<file path="src/rtl/mips_pkg.sv">
// Shared MIPS subset definitions: opcodes, functs, ALU ops, FSM states.
// Also holds the 32-bit ALU evaluation helper.
package mips_pkg;

  localparam logic [5:0] OP_R    = 6'h00;
  localparam logic [5:0] OP_J    = 6'h02;
  localparam logic [5:0] OP_BEQ  = 6'h04;
  localparam logic [5:0] OP_ADDI = 6'h08;
  localparam logic [5:0] OP_LW   = 6'h23;
  localparam logic [5:0] OP_SW   = 6'h2B;

  localparam logic [5:0] FUNCT_ADD = 6'h20;
  localparam logic [5:0] FUNCT_SUB = 6'h22;
  localparam logic [5:0] FUNCT_AND = 6'h24;
  localparam logic [5:0] FUNCT_OR  = 6'h25;
  localparam logic [5:0] FUNCT_SLT = 6'h2A;

  typedef enum logic [2:0] {
    ALU_ADD,
    ALU_SUB,
    ALU_AND,
    ALU_OR,
    ALU_SLT
  } alu_op_e;

  typedef enum logic [2:0] {
    S_BOOT,
    S_FETCH,
    S_DECODE,
    S_EXEC,
    S_MEM,
    S_WB,
    S_HALT
  } state_e;

  function automatic logic [31:0] alu_f(
    input alu_op_e     op,
    input logic [31:0] a,
    input logic [31:0] b
  );
    logic [31:0] r;
    case (op)
      ALU_SUB: r = a - b;
      ALU_AND: r = a & b;
      ALU_OR:  r = a | b;
      ALU_SLT: r = {31'b0, $signed(a) < $signed(b)};
      default: r = a + b;
    endcase
    return r;
  endfunction

endpackage

</file>
<file path="src/rtl/mc_control.sv">
// mc_control: next-state and datapath-enable decode for multicycle_core.
// In: state, opcode, funct, zero, misaligned, mem_ready, wd_expire. Out: state_d, enables/selects.
module mc_control
  import mips_pkg::*;
(
  input  state_e     state,
  input  logic [5:0] opcode,
  input  logic [5:0] funct,
  input  logic       zero,
  input  logic       misaligned,
  input  logic       mem_ready,
  input  logic       wd_expire,
  output state_e     state_d,
  output logic       ir_we,
  output logic       pc_inc,
  output logic       pc_jump,
  output logic       pc_branch,
  output logic       ab_we,
  output alu_op_e    alu_op,
  output logic       alu_imm,
  output logic       alu_out_we,
  output logic       mdr_we,
  output logic       rf_we,
  output logic       rf_dst_rd,
  output logic       rf_from_mdr,
  output logic       err_set
);

  logic is_r;
  logic is_mem;
  logic legal;

  always_comb begin
    is_r   = opcode == OP_R;
    is_mem = (opcode == OP_LW) || (opcode == OP_SW);
    if (is_r) begin
      legal = funct inside {FUNCT_ADD, FUNCT_SUB,
                            FUNCT_AND, FUNCT_OR, FUNCT_SLT};
    end else begin
      legal = opcode inside {OP_J, OP_BEQ, OP_ADDI,
                             OP_LW, OP_SW};
    end

    unique case (1'b1)
      opcode == OP_BEQ:           alu_op = ALU_SUB;
      is_r && funct == FUNCT_SUB: alu_op = ALU_SUB;
      is_r && funct == FUNCT_AND: alu_op = ALU_AND;
      is_r && funct == FUNCT_OR:  alu_op = ALU_OR;
      is_r && funct == FUNCT_SLT: alu_op = ALU_SLT;
      default:                    alu_op = ALU_ADD;
    endcase
    alu_imm = (opcode == OP_ADDI) || is_mem;

    state_d     = state;
    ir_we       = 1'b0;
    pc_inc      = 1'b0;
    pc_jump     = 1'b0;
    pc_branch   = 1'b0;
    ab_we       = 1'b0;
    alu_out_we  = 1'b0;
    mdr_we      = 1'b0;
    rf_we       = 1'b0;
    rf_dst_rd   = is_r;
    rf_from_mdr = opcode == OP_LW;
    err_set     = 1'b0;

    unique case (state)
      S_BOOT: state_d = S_FETCH;
      S_FETCH: begin
        if (mem_ready) begin
          ir_we   = 1'b1;
          pc_inc  = 1'b1;
          state_d = S_DECODE;
        end else if (wd_expire) begin
          err_set = 1'b1;
          state_d = S_HALT;
        end
      end
      S_DECODE: begin
        ab_we = 1'b1;
        if (!legal) begin
          state_d = S_HALT;
        end else if (opcode == OP_J) begin
          pc_jump = 1'b1;
          state_d = S_FETCH;
        end else begin
          state_d = S_EXEC;
        end
      end
      S_EXEC: begin
        unique case (1'b1)
          opcode == OP_BEQ: begin
            pc_branch = zero;
            state_d   = S_FETCH;
          end
          is_mem: begin
            // Misaligned access halts before any request goes out.
            if (misaligned) begin
              state_d = S_HALT;
            end else begin
              alu_out_we = 1'b1;
              state_d    = S_MEM;
            end
          end
          default: begin
            alu_out_we = 1'b1;
            state_d    = S_WB;
          end
        endcase
      end
      S_MEM: begin
        if (mem_ready) begin
          if (opcode == OP_SW) begin
            state_d = S_FETCH;
          end else begin
            mdr_we  = 1'b1;
            state_d = S_WB;
          end
        end else if (wd_expire) begin
          err_set = 1'b1;
          state_d = S_HALT;
        end
      end
      S_WB: begin
        rf_we   = 1'b1;
        state_d = S_FETCH;
      end
      default: state_d = S_HALT;
    endcase
  end

endmodule

</file>
<file path="src/rtl/multicycle_core.sv">
// multicycle_core: FSM-sequenced MIPS subset core on one shared memory port.
// Ports: clk, rst (async low), mem_* handshake, halted, err_timeout, pc_dbg.
module multicycle_core
  import mips_pkg::*;
#(
  parameter int                ADDR_W   = 32,
  parameter logic [ADDR_W-1:0] RESET_PC = '0,
  parameter int                TIMEOUT  = 0
) (
  input  logic              clk,
  input  logic              rst,
  output logic              mem_req,
  output logic              mem_we,
  output logic [ADDR_W-1:0] mem_addr,
  output logic [31:0]       mem_wdata,
  input  logic [31:0]       mem_rdata,
  input  logic              mem_ready,
  output logic              halted,
  output logic              err_timeout,
  output logic [ADDR_W-1:0] pc_dbg
);

  localparam logic [ADDR_W-1:0] JMASK =
    ADDR_W'(32'h0FFF_FFFF);

  state_e            state_q, state_d;
  logic [ADDR_W-1:0] pc_q, pc_d;
  logic [31:0]       ir_q, ir_d;
  logic [31:0]       a_q, a_d;
  logic [31:0]       b_q, b_d;
  logic [31:0]       alu_out_q, alu_out_d;
  logic [31:0]       mdr_q, mdr_d;
  logic [31:0]       wait_q, wait_d;
  logic              err_q, err_d;
  logic [31:0]       rf_q [32];

  logic    ir_we, pc_inc, pc_jump, pc_branch;
  logic    ab_we, alu_imm, alu_out_we, mdr_we;
  logic    rf_we, rf_dst_rd, rf_from_mdr, err_set;
  alu_op_e alu_op;

  logic [5:0]  opcode, funct;
  logic [4:0]  rs, rt, rd, wr_idx;
  logic [31:0] simm, alu_b, alu_res, wr_data;
  logic        zero, misaligned, req, wd_expire;

  assign opcode = ir_q[31:26];
  assign rs     = ir_q[25:21];
  assign rt     = ir_q[20:16];
  assign rd     = ir_q[15:11];
  assign funct  = ir_q[5:0];
  assign simm   = {{16{ir_q[15]}}, ir_q[15:0]};

  assign alu_b      = alu_imm ? simm : b_q;
  assign alu_res    = alu_f(alu_op, a_q, alu_b);
  assign zero       = a_q == b_q;
  assign misaligned = |alu_res[1:0];
  assign req        = state_q inside {S_FETCH, S_MEM};

  // Fires on the last tolerated wait cycle so HALT lands on the next edge.
  assign wd_expire = (TIMEOUT != 0) && req && !mem_ready
                     && (wait_q == 32'(TIMEOUT - 1));

  assign wr_idx  = rf_dst_rd ? rd : rt;
  assign wr_data = rf_from_mdr ? mdr_q : alu_out_q;

  mc_control u_ctrl (
    .state       (state_q),
    .opcode      (opcode),
    .funct       (funct),
    .zero        (zero),
    .misaligned  (misaligned),
    .mem_ready   (mem_ready),
    .wd_expire   (wd_expire),
    .state_d     (state_d),
    .ir_we       (ir_we),
    .pc_inc      (pc_inc),
    .pc_jump     (pc_jump),
    .pc_branch   (pc_branch),
    .ab_we       (ab_we),
    .alu_op      (alu_op),
    .alu_imm     (alu_imm),
    .alu_out_we  (alu_out_we),
    .mdr_we      (mdr_we),
    .rf_we       (rf_we),
    .rf_dst_rd   (rf_dst_rd),
    .rf_from_mdr (rf_from_mdr),
    .err_set     (err_set)
  );

  always_comb begin
    pc_d = pc_q;
    unique case (1'b1)
      pc_inc:    pc_d = pc_q + ADDR_W'(4);
      pc_jump:   pc_d = (pc_q & ~JMASK)
                        | ADDR_W'({ir_q[25:0], 2'b00});
      pc_branch: pc_d = pc_q
                        + ADDR_W'({simm[29:0], 2'b00});
      default:   pc_d = pc_q;
    endcase
    ir_d      = ir_we ? mem_rdata : ir_q;
    a_d       = ab_we ? rf_q[rs] : a_q;
    b_d       = ab_we ? rf_q[rt] : b_q;
    alu_out_d = alu_out_we ? alu_res : alu_out_q;
    mdr_d     = mdr_we ? mem_rdata : mdr_q;
    wait_d    = (req && !mem_ready) ? wait_q + 32'd1 : '0;
    err_d     = err_q | err_set;
  end

  always_ff @(posedge clk or negedge rst) begin
    if (!rst) begin
      state_q   <= S_BOOT;
      pc_q      <= RESET_PC;
      ir_q      <= '0;
      a_q       <= '0;
      b_q       <= '0;
      alu_out_q <= '0;
      mdr_q     <= '0;
      wait_q    <= '0;
      err_q     <= 1'b0;
      for (int i = 0; i < 32; i++) rf_q[i] <= '0;
    end else begin
      state_q   <= state_d;
      pc_q      <= pc_d;
      ir_q      <= ir_d;
      a_q       <= a_d;
      b_q       <= b_d;
      alu_out_q <= alu_out_d;
      mdr_q     <= mdr_d;
      wait_q    <= wait_d;
      err_q     <= err_d;
      if (rf_we && wr_idx != 5'd0) rf_q[wr_idx] <= wr_data;
    end
  end

  // Request outputs decode from state and held registers only.
  assign mem_req   = req;
  assign mem_we    = (state_q == S_MEM) && (opcode == OP_SW);
  assign mem_addr  = (state_q == S_FETCH) ? pc_q :
                     (state_q == S_MEM) ? alu_out_q[ADDR_W-1:0] :
                     '0;
  assign mem_wdata = (state_q == S_MEM) ? b_q : '0;

  assign halted      = state_q == S_HALT;
  assign err_timeout = err_q;
  assign pc_dbg      = pc_q;

endmodule

</file>
<file path="config.mk">
export PLATFORM = sky130hd
export DESIGN_NAME = multicycle_core
export DESIGN_NICKNAME = d
export VERILOG_FILES = /design/src/rtl/mips_pkg.sv /design/src/rtl/mc_control.sv /design/src/rtl/multicycle_core.sv
export SDC_FILE = /design/constraint.sdc
export NUM_CORES = 2
export LEC_CHECK = 0
export BUFFER_PORTS_ARGS = -buffer_cell sky130_fd_sc_hd__buf_2
export CORE_ASPECT_RATIO = 1.25
export CORE_MARGIN = 8
export CORE_UTILIZATION = 60
export CTS_BUF_LIST = sky130_fd_sc_hd__clkbuf_8
export CTS_CLUSTER_SIZE = 20
export DETAILED_ROUTE_END_ITERATION = 6
export GPL_TIMING_DRIVEN = 0
export PLACE_DENSITY = 0.83
export SYNTH_ARGS = -nofsm -noshare
export SYNTH_HDL_FRONTEND = slang
export SYNTH_HIERARCHICAL = 1
export SYNTH_SLANG_ARGS = --single-unit
export TNS_END_PERCENT = 20
</file>
<file path="constraint.sdc">
create_clock -name clk -period 12.8 [get_ports clk]
set_input_delay 2.56 -clock clk [delete_from_list [all_inputs] [get_ports clk]]
set_output_delay 2.56 -clock clk [all_outputs]
set_load 0.005 [all_outputs]
</file>
After elaboration in Yosys (flattened, before gate mapping)
Index checks and enable logic that the tools add are counted.
{"block": "op_classes", "add_sub_neg": 4, "n_lt_le_gt_ge": 5, "eq_ne": 23, "n_mux": 42, "n_bitwise": 6, "n_reduce_logical": 20}
{"op": "$bwmux W1024", "count": 1}
{"op": "$bmux W32 S5", "count": 2}
{"op": "$mux W32", "count": 10}
{"op": "$demux W32 S5", "count": 1}
{"op": "$pmux W32 S4", "count": 1}
{"op": "$pmux W32 S3", "count": 1}
{"op": "$add A32 B32 Y32", "count": 2}
{"op": "$eq A6 B6 Y1 const B", "count": 7}
{"op": "$add A32 B3 Y32 const B", "count": 1}
{"op": "$and A32 B32 Y32", "count": 1}
{"op": "$eq A32 B32 Y1", "count": 1}
{"op": "$lt A32 B32 Y1", "count": 1}
{"op": "$or A32 B28 Y32", "count": 1}
{"op": "$or A32 B32 Y32", "count": 1}
{"op": "$sub A32 B32 Y32", "count": 1}
{"op": "$ge A6 B6 Y1 const B", "count": 3}
{"op": "$not A5 Y6", "count": 3}
{"op": "$mux W1", "count": 15}
{"op": "$pmux W3 S5", "count": 1}
{"op": "$reduce_bool A5 Y1", "count": 3}
{"op": "$eq A3 B2 Y1 const B", "count": 4}
{"op": "$eq A3 B3 Y1 const B", "count": 4}
{"op": "$mux W3", "count": 4}
{"op": "$pmux W3 S4", "count": 1}
{"op": "18 further kinds", "count": 30}
{"block": "word_totals", "register_bits": 1219, "input_bits": 35, "output_inout_bits": 100, "elab_cells": 139}

Logic depth before layout (Yosys ltp)
{"block": "depth", "ltp_word": 10, "ltp_mapped": 27, "mapped_depth_nobuf": 24}

Hierarchy
The synthesis kept the hierarchy.
{"module": "multicycle_core", "n_inst": 1, "cells_each": 6114, "area_each_um2": 66605.1, "seq_area_each_um2": 30479.2}
{"module": "mc_control", "n_inst": 1, "cells_each": 66, "area_each_um2": 412.9, "seq_area_each_um2": 0.0}

Worst setup path before layout
No wires, ideal clock.
{"block": "synth_path", "path_kind": "register to register", "start": "register ir_q[26]", "end": "register alu_out_q[8]", "setup_time_ns": 0.066, "t_arrival_ns": 5.848, "required_time_ns": 12.734, "setup_slack_ns": 6.886, "path_stages_with_launch": 25, "path_buffers": 6, "synth_period_minus_slack_ns": 5.914, "cell_sequence": "dfrtp_1 > nor4b_1 > o21a_1 > clkbuf_1 > clkbuf_1 > mux2i_1 > ha_1 > buf_6 > or4_4 > a2111oi_0 > o31ai_1 > o21ai_1 > a221oi_1 > o21ai_2 > a31oi_1 > nor4_1 > o21ai_0 > or2_2 > and3_1 > nor3_1 > clkbuf_1 > clkbuf_1 > clkbuf_1 > o2111ai_1 > nand2_1"}
{"block": "synth_via", "elab_chain_len": 10, "elab_cells_between_ends": 28, "classes_between": "add/sub (2); order compare (1); eq/ne (8); mux (6); bitwise (2); reduce/logical (9)"}
{"item": "from (decl)", "line_no": "multicycle_core.sv:28", "source": "logic [31:0] ir_q, ir_d;"}
{"item": "from (signal assigned)", "line_no": "multicycle_core.sv:125", "source": "ir_q <= ir_d;"}
{"item": "$eq A6 B6 Y1", "line_no": "mc_control.sv:35", "source": "is_mem = (opcode == OP_LW) || (opcode == OP_SW);"}
{"item": "$logic_or A1 B1 Y1", "line_no": "mc_control.sv:35"}
{"item": "$logic_or A1 B1 Y1 *", "line_no": "mc_control.sv:52", "source": "alu_imm = (opcode == OP_ADDI) || is_mem;"}
{"item": "net alu_imm", "line_no": "multicycle_core.sv:38", "source": "logic ab_we, alu_imm, alu_out_we, mdr_we;"}
{"item": "$mux W32 *", "line_no": "multicycle_core.sv:54", "source": "assign alu_b = alu_imm ? simm : b_q;"}
{"item": "$add A32 B32 Y32, or another cell as far along", "line_no": "mips_pkg.sv:47", "source": "default: r = a + b;"}
{"item": "$pmux W32 S4 *", "line_no": "mips_pkg.sv:42", "source": "case (op)"}
{"item": "$reduce_or A2 Y1 *", "line_no": "multicycle_core.sv:57", "source": "assign misaligned = |alu_res[1:0];"}
{"item": "net misaligned", "line_no": "multicycle_core.sv:45", "source": "logic zero, misaligned, req, wd_expire;"}
{"item": "$mux W1 *", "line_no": "mc_control.sv:98", "source": "if (misaligned) begin"}
{"item": "$pmux W1 S2 *", "line_no": "mc_control.sv:91", "source": "unique case (1'b1)"}
{"item": "$mux W1 *", "line_no": "mc_control.sv:67", "source": "unique case (state)"}
{"item": "net alu_out_we", "line_no": "multicycle_core.sv:38"}
{"item": "to (signal assigned)", "line_no": "multicycle_core.sv:128", "source": "alu_out_q <= alu_out_d;"}
{"item": "to (decl)", "line_no": "multicycle_core.sv:31", "source": "logic [31:0] alu_out_q, alu_out_d;"}
The timed path passes the listed nets; every way through them passes the cells marked *.
A chain may end at the register's enable or synchronous reset.

Worst setup path in the final report
Same ends and word-level chain as after synthesis.

==> out/metrics.csv <==
stage;metric;value;unit
status;status;finished, violations left;
status;failing checks;capacitance limit, slew limit;
sta;Max Clk Rate;109;MHz
clock_tree;Post-CTS Hold Fix Bufs;0;
sta;Final Hold Vio Count;0;
power;worst IR drop on VDD;0.118;mV
drt;WL/cell;30.6;um
sta;worst slew pin tran;1.53;ns
floorplanning;Die ar.;0.123;mm2
run;max_cap viols;3;
critical_path;Worst Path Arrival;10.00;ns
synth;Seq/Total Area, Yosys;45.5;%
sta;setup repair after global routing missed its margin;false;
drt;vias per inst;6.86;
synth;Adder-Cell Fraction of Synth Area;2.46;%
min_path;Hold Startpoint;rf_q[1010];
layout;share of layout cells above drive strength 1;17.7;%
critical_path;FF-to-FF Start;ir_q[26];
power;Cell Pwr Density;189;mW/mm2
clock_tree;clock sinks;1218;
synth;Ys Warns;6;
clock_tree;H-tree depth;4;
critical_path;crit path kind;flop to flop;
synth;multiplexer share of the synthesized area;23.4;%
placement;Placed Instances;7787;
clock_tree;Post-CTS Setup Inserts;0;
clock_tree;cts bufs inserted;184;
power;P_leak;0.0319;uW
critical_path;CP Max Fanout;10;
placement;number of port buffers;132;
clock_tree;TritonCTS clock tree;yes;
min_path;worst min path class;flop to flop;
synth;syn avg cell area;10.8;um2
synth;synth unique cells;87;
clock_tree;cts repair resizes;0;
clock_tree;worst skew pair latency;0.94;ns
drt;First-pass DRT Iterations;6;
sta;Period Utilization, post-route;71.4;%
grt;grt ovf;0;
synth;Async SR Flop Fraction;100;%
grt;largest net degree at the start of global routing;181;
floorplanning;die width;315;um
layout;synthesis-to-layout area growth;9.89;%
synth;most common flop cell mapped by yosys;dfrtp_1;
synth;compound-gate portion of the synthesized area;13.1;%
placement;RD Place Congestion;0.996;
clock_tree;clock-pin slew on the worst setup and hold paths;0.07;ns
placement;dpl hpwl;194000;um
clock_tree;clock root buffer;clkbuf_8;
floorplanning;Core Area;0.111;mm2
sta;# setup viols final;0;
critical_path;Worst Path Required;13.66;ns
min_path;hold depth;1;
drt;Total Wirelength;249000;um
critical_path;crit start category;flop;
sta;setup TNS;0;ns
critical_path;worst reg2reg path depth;24;
synth;largest area contributor in the netlist;dfrtp_1;
floorplanning;Initial Utilization;60.2;%
synth;Mapped Area;0.0670;mm2
sta;post-route minimum period;9.14;ns
synth;Synth Instances;6180;
drt;DRT antenna net count;0;
grt;GRT Total Usage;40.3;%
grt;first-pass GRT wire length;363000;um
critical_path;RR Endpoint;alu_out_q[8];
floorplanning;io pins;135;
layout;nets@finish;6681;
floorplanning;die height;390;um
sta;Clock Skew;0.0371;ns
synth;Post-Synth XOR/XNOR Area;1.05;%
synth;share of the synthesized area in the top cell type;45.5;%
critical_path;r2r setup slk;3.66;ns
min_path;Worst Hold Path EP;rf_q[1010];
grt;vias in the first global route;57400;
drt;initial DRC count;6971;
layout;Layout Cells excl Fill;8123;
clock_tree;CTS max path bufs;3;
sta;Slew Viols, Final;22;
critical_path;Critical Path End Type;flop;
sta;Slew HR;-1.70;%
synth;largest family of logic cells by synthesized area;multiplexers;
synth;EDFF count, synth;0;
floorplanning;FP Rows;137;
grt;initial antenna violation count;16;
synth;simple-gate share of the synthesized area;10.4;%
drt;DRC;0;
synth;post-synthesis register bit count;1218;
synth;top area cells in the synthesized netlist;dfrtp_1, mux4_2, a21oi_1;
drt;via count;55800;
-- cells in the mapped netlist, types with 8 or more instances --
master    number
buf_1         71
a221oi_1      17
or3_1         16
a21oi_1      904
and3_1         8
dfrtp_1     1218
a21o_1        22
xnor2_1       30
clkbuf_1     520
mux4_2       640
nand2b_1      25
inv_1        126
nor2b_1       13
o21bai_1      18
nor3_1        25
and2_1        51
nor2_1       989
a22o_1        31
a31oi_1       96
xor2_1        50
o21ai_0      340
a211oi_1      20
or2_2         11
nand2_1      465
ha_1         127
nand3_1       25
o211ai_1      14
nor4_1        24
o21a_1        14
mux2_2        64
mux2i_1       53
-- critical path, stage by stage, from the launching register on --
cell and delay, ns:
dfrtp_1 0.50, nor4b_1 0.32, o21a_1 0.17, clkbuf_1 0.80, clkbuf_1 0.80, mux2i_1 0.36
ha_1 0.28, buf_2 0.18, or4_4 0.55, a2111oi_0 0.37, o31ai_1 0.17, o21ai_1 0.26
a221oi_1 0.33, o21ai_2 0.46, a31oi_1 0.15, nor4_1 0.37, o21ai_0 0.19, or2_2 0.29
and3_1 0.18, nor3_1 0.13, clkbuf_1 0.44, clkbuf_1 0.56, clkbuf_1 0.82, o2111ai_1 0.23
nand2_1 0.11
-- metrics by stage --
step	hold slack (ns)	util, %	instance area [um2]	total power [uW]	setup slack, ns
floorplan	0.441	-	67000	8260	6.89
global placement	0.453	62.5	69500	10200	-16.45
detailed placement	0.464	62.8	69800	10400	3.66
CTS	0.482	66.1	73600	13600	3.64
global route	0.497	66.2	73600	14400	3.36
finish	0.484	66.2	73600	13900	3.66
-- cells by family (layout without fill, tap and decap cells) --
| kind of cell | Yosys count | after routing |
|---|---|---|
| simple gates | 1690 | 1690 |
| compound gates | 1573 | 1573 |
| flops | 1218 | 1218 |
| mux | 757 | 757 |
| buf+inv | 731 | 1203 |
| fa+ha+maj | 130 | 130 |
| xor+xnor | 80 | 80 |
| other cells | 1 | 13 |
-- worst max-delay path by stage --
| stage | from | to | slack, ns | cells after the start |
|---|---|---|---|---|
| floorplan | ir_q[26] | alu_out_q[8] | 6.89 | 24 |
| global placement | rst | rf_q[285] | -16.45 | 1 |
| detailed placement | ir_q[26] | alu_out_q[8] | 3.66 | 24 |
| CTS | ir_q[26] | alu_out_q[8] | 3.64 | 24 |
| global route | ir_q[26] | alu_out_q[8] | 3.36 | 24 |
| finish | ir_q[26] | alu_out_q[8] | 3.66 | 24 |
-- state kept, by name, summed over array words and instances (netlist names) --
register / flops
a_q: 32
alu_out_q: 32
b_q: 32
err_timeout: 1
ir_q: 32
mdr_q: 32
pc_dbg: 30
rf_q: 1024
state_q: 3
-- per-layer routing --
metal,up-vias,GRT usage (%),routed length (um)
met1,27700,43.0,78600
met2,3820,64.7,117000
li1,23100,-,-
met5,-,0,187
met4,14,31.8,23900
met3,1123,14.7,28600
-- power breakdown --
group,switching (uW),internal (uW)
logic,3810,1880
clock network,1650,1700
registers,550,4310
-- cell usage in the layout, fill, tap and decap left out, drive strengths merged, types with 31 or more instances in the layout --
cell type  synthesis  layout
a21oi            904     904
o21ai            342     342
mux2i             53      53
mux4             640     640
a22o              31      31
xor2              50      50
buf               82     222
a31oi             96      96
clkbuf           520     748
inv              126     192
nor2             990     990
mux2              64      64
ha               127     127
nand2            465     465
dfrtp           1218    1218
and2              51      51
-- cell type report --
| type | instances | area [um2] |
|---|---|---|
| antenna | 8 | 20.0 |
| clock inverter | 104 | 706 |
| buffer | 602 | 2310 |
| timing repair buffer | 146 | 973 |
| tap | 1459 | 1830 |
| inverter | 129 | 484 |
| clock buffer | 222 | 3060 |
| fill | 8369 | 37600 |
| sequential | 1218 | 30500 |
| multi-input combinational | 4235 | 33800 |
Note: power is estimated with default switching activity, not from simulation.
